<file path="src/rtl/instr_encoder.sv">
// RV32I field-bundle to instruction-word encoder with a 2-entry output FIFO and address tagging.
// Define ENC_RANGE_CHECK_EN to flag immediates that do not fit their format.
module instr_encoder #(
  parameter logic [31:0] BASE_ADDR = 32'h0000_0000,
  parameter logic [31:0] ADDR_STEP = 32'd4
) (
  input  logic        clk,
  input  logic        rst,
  input  logic        clr,
  input  logic        in_valid,
  output logic        in_ready,
  input  logic [2:0]  in_fmt,
  input  logic [6:0]  in_opcode,
  input  logic [4:0]  in_rd,
  input  logic [4:0]  in_rs1,
  input  logic [4:0]  in_rs2,
  input  logic [2:0]  in_funct3,
  input  logic [6:0]  in_funct7,
  input  logic [31:0] in_imm,
  output logic        out_valid,
  input  logic        out_ready,
  output logic [31:0] out_instr,
  output logic [31:0] out_addr,
  output logic        out_err
);

  localparam logic [2:0] FMT_R = 3'd0;
  localparam logic [2:0] FMT_I = 3'd1;
  localparam logic [2:0] FMT_S = 3'd2;
  localparam logic [2:0] FMT_B = 3'd3;
  localparam logic [2:0] FMT_U = 3'd4;
  localparam logic [2:0] FMT_J = 3'd5;

  localparam logic [31:0] NOP_WORD = 32'h0000_0013;

  logic [31:0] enc_word;
  logic        fmt_err;
  logic        rng_err;
  logic        enc_err;

  logic [31:0] mem_word [2];
  logic        mem_err  [2];
  logic        head;
  logic        tail;
  logic [1:0]  count;
  logic [31:0] addr;

  logic        push;
  logic        pop;

  always_comb begin
    enc_word = NOP_WORD;
    fmt_err  = 1'b0;
    case (in_fmt)
      FMT_R: enc_word = {in_funct7, in_rs2, in_rs1, in_funct3, in_rd, in_opcode};
      FMT_I: enc_word = {in_imm[11:0], in_rs1, in_funct3, in_rd, in_opcode};
      FMT_S: enc_word = {in_imm[11:5], in_rs2, in_rs1, in_funct3, in_imm[4:0], in_opcode};
      FMT_B: enc_word = {in_imm[12], in_imm[10:5], in_rs2, in_rs1, in_funct3,
                         in_imm[4:1], in_imm[11], in_opcode};
      FMT_U: enc_word = {in_imm[31:12], in_rd, in_opcode};
      FMT_J: enc_word = {in_imm[20], in_imm[10:1], in_imm[11], in_imm[19:12],
                         in_rd, in_opcode};
      default: begin
        enc_word = NOP_WORD;
        fmt_err  = 1'b1;
      end
    endcase
  end

`ifdef ENC_RANGE_CHECK_EN
  // An immediate fits N-bit signed when every bit above N-1 equals the sign bit.
  always_comb begin
    rng_err = 1'b0;
    case (in_fmt)
      FMT_I, FMT_S: rng_err = (in_imm[31:11] != {21{in_imm[11]}});
      FMT_B:        rng_err = (in_imm[31:12] != {20{in_imm[12]}}) || in_imm[0];
      FMT_J:        rng_err = (in_imm[31:20] != {12{in_imm[20]}}) || in_imm[0];
      FMT_U:        rng_err = (in_imm[11:0] != 12'd0);
      default:      rng_err = 1'b0;
    endcase
  end
`else
  assign rng_err = 1'b0;
`endif

  assign enc_err = fmt_err | rng_err;

  assign in_ready  = (count != 2'd2);
  assign out_valid = (count != 2'd0);
  assign push      = in_valid & in_ready;
  assign pop       = out_valid & out_ready;

  assign out_instr = mem_word[head];
  assign out_err   = mem_err[head];
  assign out_addr  = addr;

  always_ff @(posedge clk or posedge rst) begin
    if (rst) begin
      for (int unsigned i = 0; i < 2; i++) begin
        mem_word[i] <= '0;
        mem_err[i]  <= 1'b0;
      end
      head  <= 1'b0;
      tail  <= 1'b0;
      count <= '0;
      addr  <= BASE_ADDR;
    end else if (clr) begin
      for (int unsigned i = 0; i < 2; i++) begin
        mem_word[i] <= '0;
        mem_err[i]  <= 1'b0;
      end
      head  <= 1'b0;
      tail  <= 1'b0;
      count <= '0;
      addr  <= BASE_ADDR;
    end else begin
      if (push) begin
        mem_word[tail] <= enc_word;
        mem_err[tail]  <= enc_err;
        tail           <= ~tail;
      end
      if (pop) begin
        head <= ~head;
        addr <= addr + ADDR_STEP;
      end
      case ({push, pop})
        2'b10:   count <= count + 2'd1;
        2'b01:   count <= count - 2'd1;
        default: count <= count;
      endcase
    end
  end

endmodule
</file>
<file path="config.mk">
export PLATFORM = sky130hd
export DESIGN_NAME = instr_encoder
export DESIGN_NICKNAME = d
export VERILOG_FILES = /design/src/rtl/instr_encoder.sv
export SDC_FILE = /design/constraint.sdc
export NUM_CORES = 1
export LEC_CHECK = 0
export ABC_AREA = 0
export CAP_MARGIN = 20
export CORE_MARGIN = 3
export CORE_UTILIZATION = 35
export CTS_CLUSTER_DIAMETER = 80
export CTS_CLUSTER_SIZE = 28
export DETAILED_ROUTE_END_ITERATION = 10
export GPL_TIMING_DRIVEN = 1
export SYNTH_ARGS = -nofsm -noshare
export SYNTH_HDL_FRONTEND = slang
export SYNTH_SLANG_ARGS = --single-unit
</file>
<file path="constraint.sdc">
create_clock -name clk -period 3.9 [get_ports clk]
set_clock_uncertainty 0.1 [all_clocks]
set_input_delay 0.78 -clock clk [delete_from_list [all_inputs] [get_ports clk]]
set_output_delay 0.78 -clock clk [all_outputs]
set_load 0.05 [all_outputs]
</file>
# Yosys cells after proc, flatten, opt, wreduce, memory -nomap -nowiden
# Index checks and enable logic that the tools add are counted.
[word_totals]
regBits = 102
input_bits = 72
out_inout_bits = 67
wordCells = 61
[op_classes]
add_sub_neg = 3
order_cmp = 3
n_eq_ne = 8
mux = 26
n_bitwise = 6
n_reduce_logical = 7
[op_table]
columns = ["cell", "n"]
rows = [
  ["two-way mux 32 bit", 6],
  ["case mux 32 bit (6 select lines)", 1],
  ["two-way mux 64 bit", 2],
  ["bitwise mux 64 bit", 1],
  ["adder 32 x 3 -> 32 bit, second input constant", 1],
  ["demux 32 bit (select 1 bit)", 1],
  ["two-way mux 1 bit", 9],
  ["equality test 3 x 2 -> 1 bit, second input constant", 2],
  ["equality test 3 bit, second input constant", 2],
  ["two-way mux 2 bit", 3],
  ["nonzero test 2 bit", 3],
  ["OR reduction 6 bit", 1],
  [">= comparator 2 bit, second input constant", 2],
  ["inverter 1 -> 2 bit", 2],
  ["case mux 2 bit (2 select lines)", 1],
  ["equality test 3 x 1 -> 1 bit, second input constant", 1],
  ["logical NOT 3 bit", 1],
  ["nonzero test 3 bit", 1],
  ["adder 2 x 1 -> 2 bit, second input constant", 1],
  ["AND 1 bit", 2],
  ["bitwise mux 2 bit", 1],
  ["equality test 2 x 1 -> 1 bit, second input constant", 1],
  ["equality test 2 bit, second input constant", 1],
  ["< comparator 2 x 1 -> 1 bit, second input constant", 1],
  ["other kinds (5)", 6],
]

# Depth between registers and ports, before layout
[logic_depth]
word_depth = 8
mapped_depth = 7
depth_no_buf = 5

# Worst setup path before layout
# Ideal clock, no wire load.
[synth_timing]
path_type = "register to output"
start = "register head"
end = "output port out_instr[22]"
arrival_ps = 1396
t_required_ps = 3020
slack_ps = 1624
stages_incl_launch_ff = 4
path_buffers = 2
path_cell_list = "dfrtp_1 -> clkbuf_1 -> buf_1 -> mux2_2"
[synth_between]
elab_chain_len = 4
[synth_lines]
columns = ["element", "line_no", "rtl"]
rows = [
  ["from (decl)", "43", "logic head;"],
  ["from (signal assigned)", "123", "head <= ~head;"],
  ["inverter 1 -> 2 bit (implied by the code)", "93", "assign out_instr = mem_word[head];"],
  ["two-way mux 32 bit (implied by the code) (3 in a row)", "93", ""],
  ["to (decl)", "22", "output logic [31:0] out_instr,"],
]
# Every way passes these cells. The select of a mux whose other input is x is not followed.

# Worst setup path after layout
[layout_timing]
start = "register head"
end = "output port out_instr[3]"
# Same word-level chain as after synthesis.

==> results by group <==
Setup path
  • Worst Reg-to-Reg Cells: 4
  • Startpoint types: register
  • Crit-path cells: buf_4 > mux2_2 > clkdlybuf4s50_1
  • Crit Path Max Fanout: 17
  • Data arrival, critical path: 2.35 ns
  • CP required: about 3.0 ns
  • Slowest Stage Delay on Critical Path: approximately 0.71 ns
  • Slowest CP cell: clkdlybuf4s50_1
  • Crit path kind: reg -> out
  • Critical Path Sink Type: primary output

STA
  • Final Hold Viols: 0
  • Endpoints failing setup: 0
  • Slew headroom: between 30 and 40%
  • RSZ-0062 raised after global routing: no
  • Fin. max-slew vios: 0
  • Post-route setup slack: 0.669 ns
  • Setup TNS: 0 ns
  • Post-layout min period: around 3.2 ns
  • Worst-margin pin slew: 1.02 ns
  • Final period utilization: 82.8%
  • Highest clock rate: 310 MHz

Logic synthesis
  • EDFF count, synth: 0
  • XOR/XNOR Fraction of Synth Area: 2.08%
  • Asr flop ratio synth: 100%
  • Synth Area in Adders: 0.248%
  • Post-synthesis sequential element count: 100
  • Mapped cell area: roughly 5000 sq um
  • Register area share after synthesis: 49.5%
  • Yosys warning total: 0
  • Distinct cells, synth: 42
  • Syn Area/Cell: ~9.8 sq um
  • Synth Area in Compound Gates: 18.8%
  • Main combinational cell family by area after synthesis: compound AO/OA/AOI/OAI gates
  • Multiplexer share of the synthesized area: 9.68%
  • Top FF cell, synth: dfrtp_1
  • Gate Count Post-Synth: 517
  • Synth Area in Simple Gates: between 10% and 20%

Placed design
  • GPL Wtd Cong: 0.801
  • DP Worst Slack: 0.777 ns
  • IO Port Bufs: 136
  • Hpwl dp: 9970 um

CTS
  • H-tree Lvls: 3
  • Clk buf depth: 2
  • Clock slew seen by the registers of the worst setup and hold paths: 0.07 ns
  • Setup bufs post-CTS: 0
  • Hold Buf Count CTS: 0
  • Num CTS Buffers: 9
  • CTS tree: built
  • Clock root buffer: clkbuf_16
  • Skew-Pair Late Insertion Delay: 0.34 ns
  • Post-CTS sizing: 0
  • Clk sink count: 100

Final layout
  • Area grow syn2layout: 36.6%
  • Seq. cell area: 2500 sq um
  • Area of the multi-input gates: between 2000 and 2500 sq um
  • Fill cells: 1324
  • Most frequent cells in the layout: clkdlybuf4s50_1, dfrtp_1, nand2_1, o21ai_0, mux2_2
  • Nets: 707
  • Most common cell after layout, fill and taps aside: clkdlybuf4s50_1
  • N_diodes: 0
  • Fin util: around half
  • Layout cell share with drive strength beyond 1: 11.4%

Power and ir drop
  • Net Sw Power: 0.706 mW
  • Pleak: 2.79 nW
  • Worst vdd ir: 258 uV
  • Clock power frac: 38.1%
  • Logic gate share of total power: 18.3%
  • P_int: approximately 1.8 mW
  • Sequential power share: 43.6%
  • Sw frac: 27.8%
  • PD cells: 368 nW/um^2

Global routing
  • Initial antenna violation count: 0
  • Vias in the first global route: 4469
  • Total track usage: 17.4%
  • Largest net degree at the start of global routing: 67
  • First-pass GRT wire length: about 23000 um
  • GR Overflow Total: 0

Drt
  • Routed vias/inst: 5.40
  • Number of remaining DRC errors: 0
  • Initial detailed-routing violation count: 256
  • Detailed-route wire length per cell: 17.2 um
  • Total wire length: 14100 um
  • Antenna Nets Post-Route: 0
  • Vias: 4423
  • Pre-antenna DRT Iters: 4

Floorplanning
  • Starting Density: 36.1%
  • Std cell rows: 43
  • DIE WIDTH: 126 um
  • I/O pin cnt: around 140
  • Die height: 126 um
  • Die footprint: 15900 sq um
  • Core area: 14000 sq um

Hold path
  • Tightest Hold Check Type: reg -> reg
  • Hold Path Stages: 2

Run status
  • Status: finished clean

Run
  • Max-cap violations: 0
==> through the flow <==
stage | total power [mW] | cells | hold slack, ns | cell area [sq um]
6_report | 2.54 | 819 | 0.373 | 6900
4_1_cts | 2.57 | 819 | 0.381 | 6900
2_1_floorplan | 1.40 | 518 | 0.344 | 5060
3_3_place_gp | 1.59 | 803 | 0.356 | 6570
3_5_place_dp | 1.60 | 803 | 0.366 | 6570
5_1_grt | 2.64 | 819 | 0.402 | 6900
==> cell families after synthesis <==
| logic type | after synthesis |
|---|---|
| multiplexers | 44 |
| XOR/XNOR | 12 |
| adder cells (fa/ha/maj) | 1 |
| flip-flops | 100 |
| AND/OR/NAND/NOR | 160 |
| other | 1 |
| AO/OA/AOI/OAI | 152 |
| buffers and inverters | 47 |
==> Yosys cell counts (7+ instances only) <==
master    number  area (sq um)
dfrtp_1      100          2500
a32o_1         8          80.1
mux2_2        39           439
a22oi_1       21           158
clkbuf_1      28           105
nor2b_1       14          87.6
or4_1         13          97.6
o21ai_0       59           295
xor2_1         8          70.1
nand2_1       74           278
nand3_1        8          40.0
nor2_1        19          71.3
a21oi_1       31           155
buf_1          7          26.3
o31ai_1       12          90.1
a22o_1         7          61.3
==> registers in the layout, summed over array words and instances (netlist names) <==
name      flops
out_addr     30
count         2
mem_word     64
tail          1
mem_err       2
head          1
==> power groups by stage <==
stage               Combinational (mW)  Sequential (mW)  Clock [mW]
global placement                 0.463             1.12           0
global route                     0.499             1.11        1.03
floorplan                        0.281             1.12           0
detailed placement               0.469             1.13           0
CTS                              0.470             1.11       0.989
finish                           0.465             1.11       0.969
==> worst max-delay path: cells and delay by family, from the launching register on <==
family | cells | cell delay (ns)
DFF | 1 | 0.65
buffers and inverters | 2 | 0.99
muxes | 1 | 0.36
==> worst paths after layout <==
path / start / endpoint / slack, ns
worst max register to register: count[0]$_DFFE_PP0P_ / mem_word[57]$_DFFE_PP0P_ / 1.49
worst min-delay path: mem_word[48]$_DFFE_PP0P_ / mem_word[48]$_DFFE_PP0P_ / 0.37
worst max-delay path: head$_DFFE_PP0N_ / out_instr[3] / 0.67
max in group asynchronous: rst / out_addr[19]$_DFFE_PP0N_ / 2.06
worst min register to register: mem_word[48]$_DFFE_PP0P_ / mem_word[48]$_DFFE_PP0P_ / 0.37
min in group asynchronous: rst / mem_word[34]$_DFFE_PP0P_ / 0.86
==> layout make-up <==
class	instances	share of cell area (%)
tap	180	3.26
timing repair buffer	146	20.8
inverter	6	0.363
sequential	100	36.3
clock inverter	7	1.45
clock buffer	9	3.26
multi-input combinational	371	34.5
==> routing by layer <==
layer	global-route usage, %	share of wire [%]	wire, um	vias to the layer above
li1	-	-	-	2098
met1	21.9	44	6160	2172
met2	29.1	48	6710	133
met3	4.54	6.5	917	20
met4	6.06	2.0	277	0
met5	0	0	0	-
No activity file was read; power rests on OpenSTA's default activity.
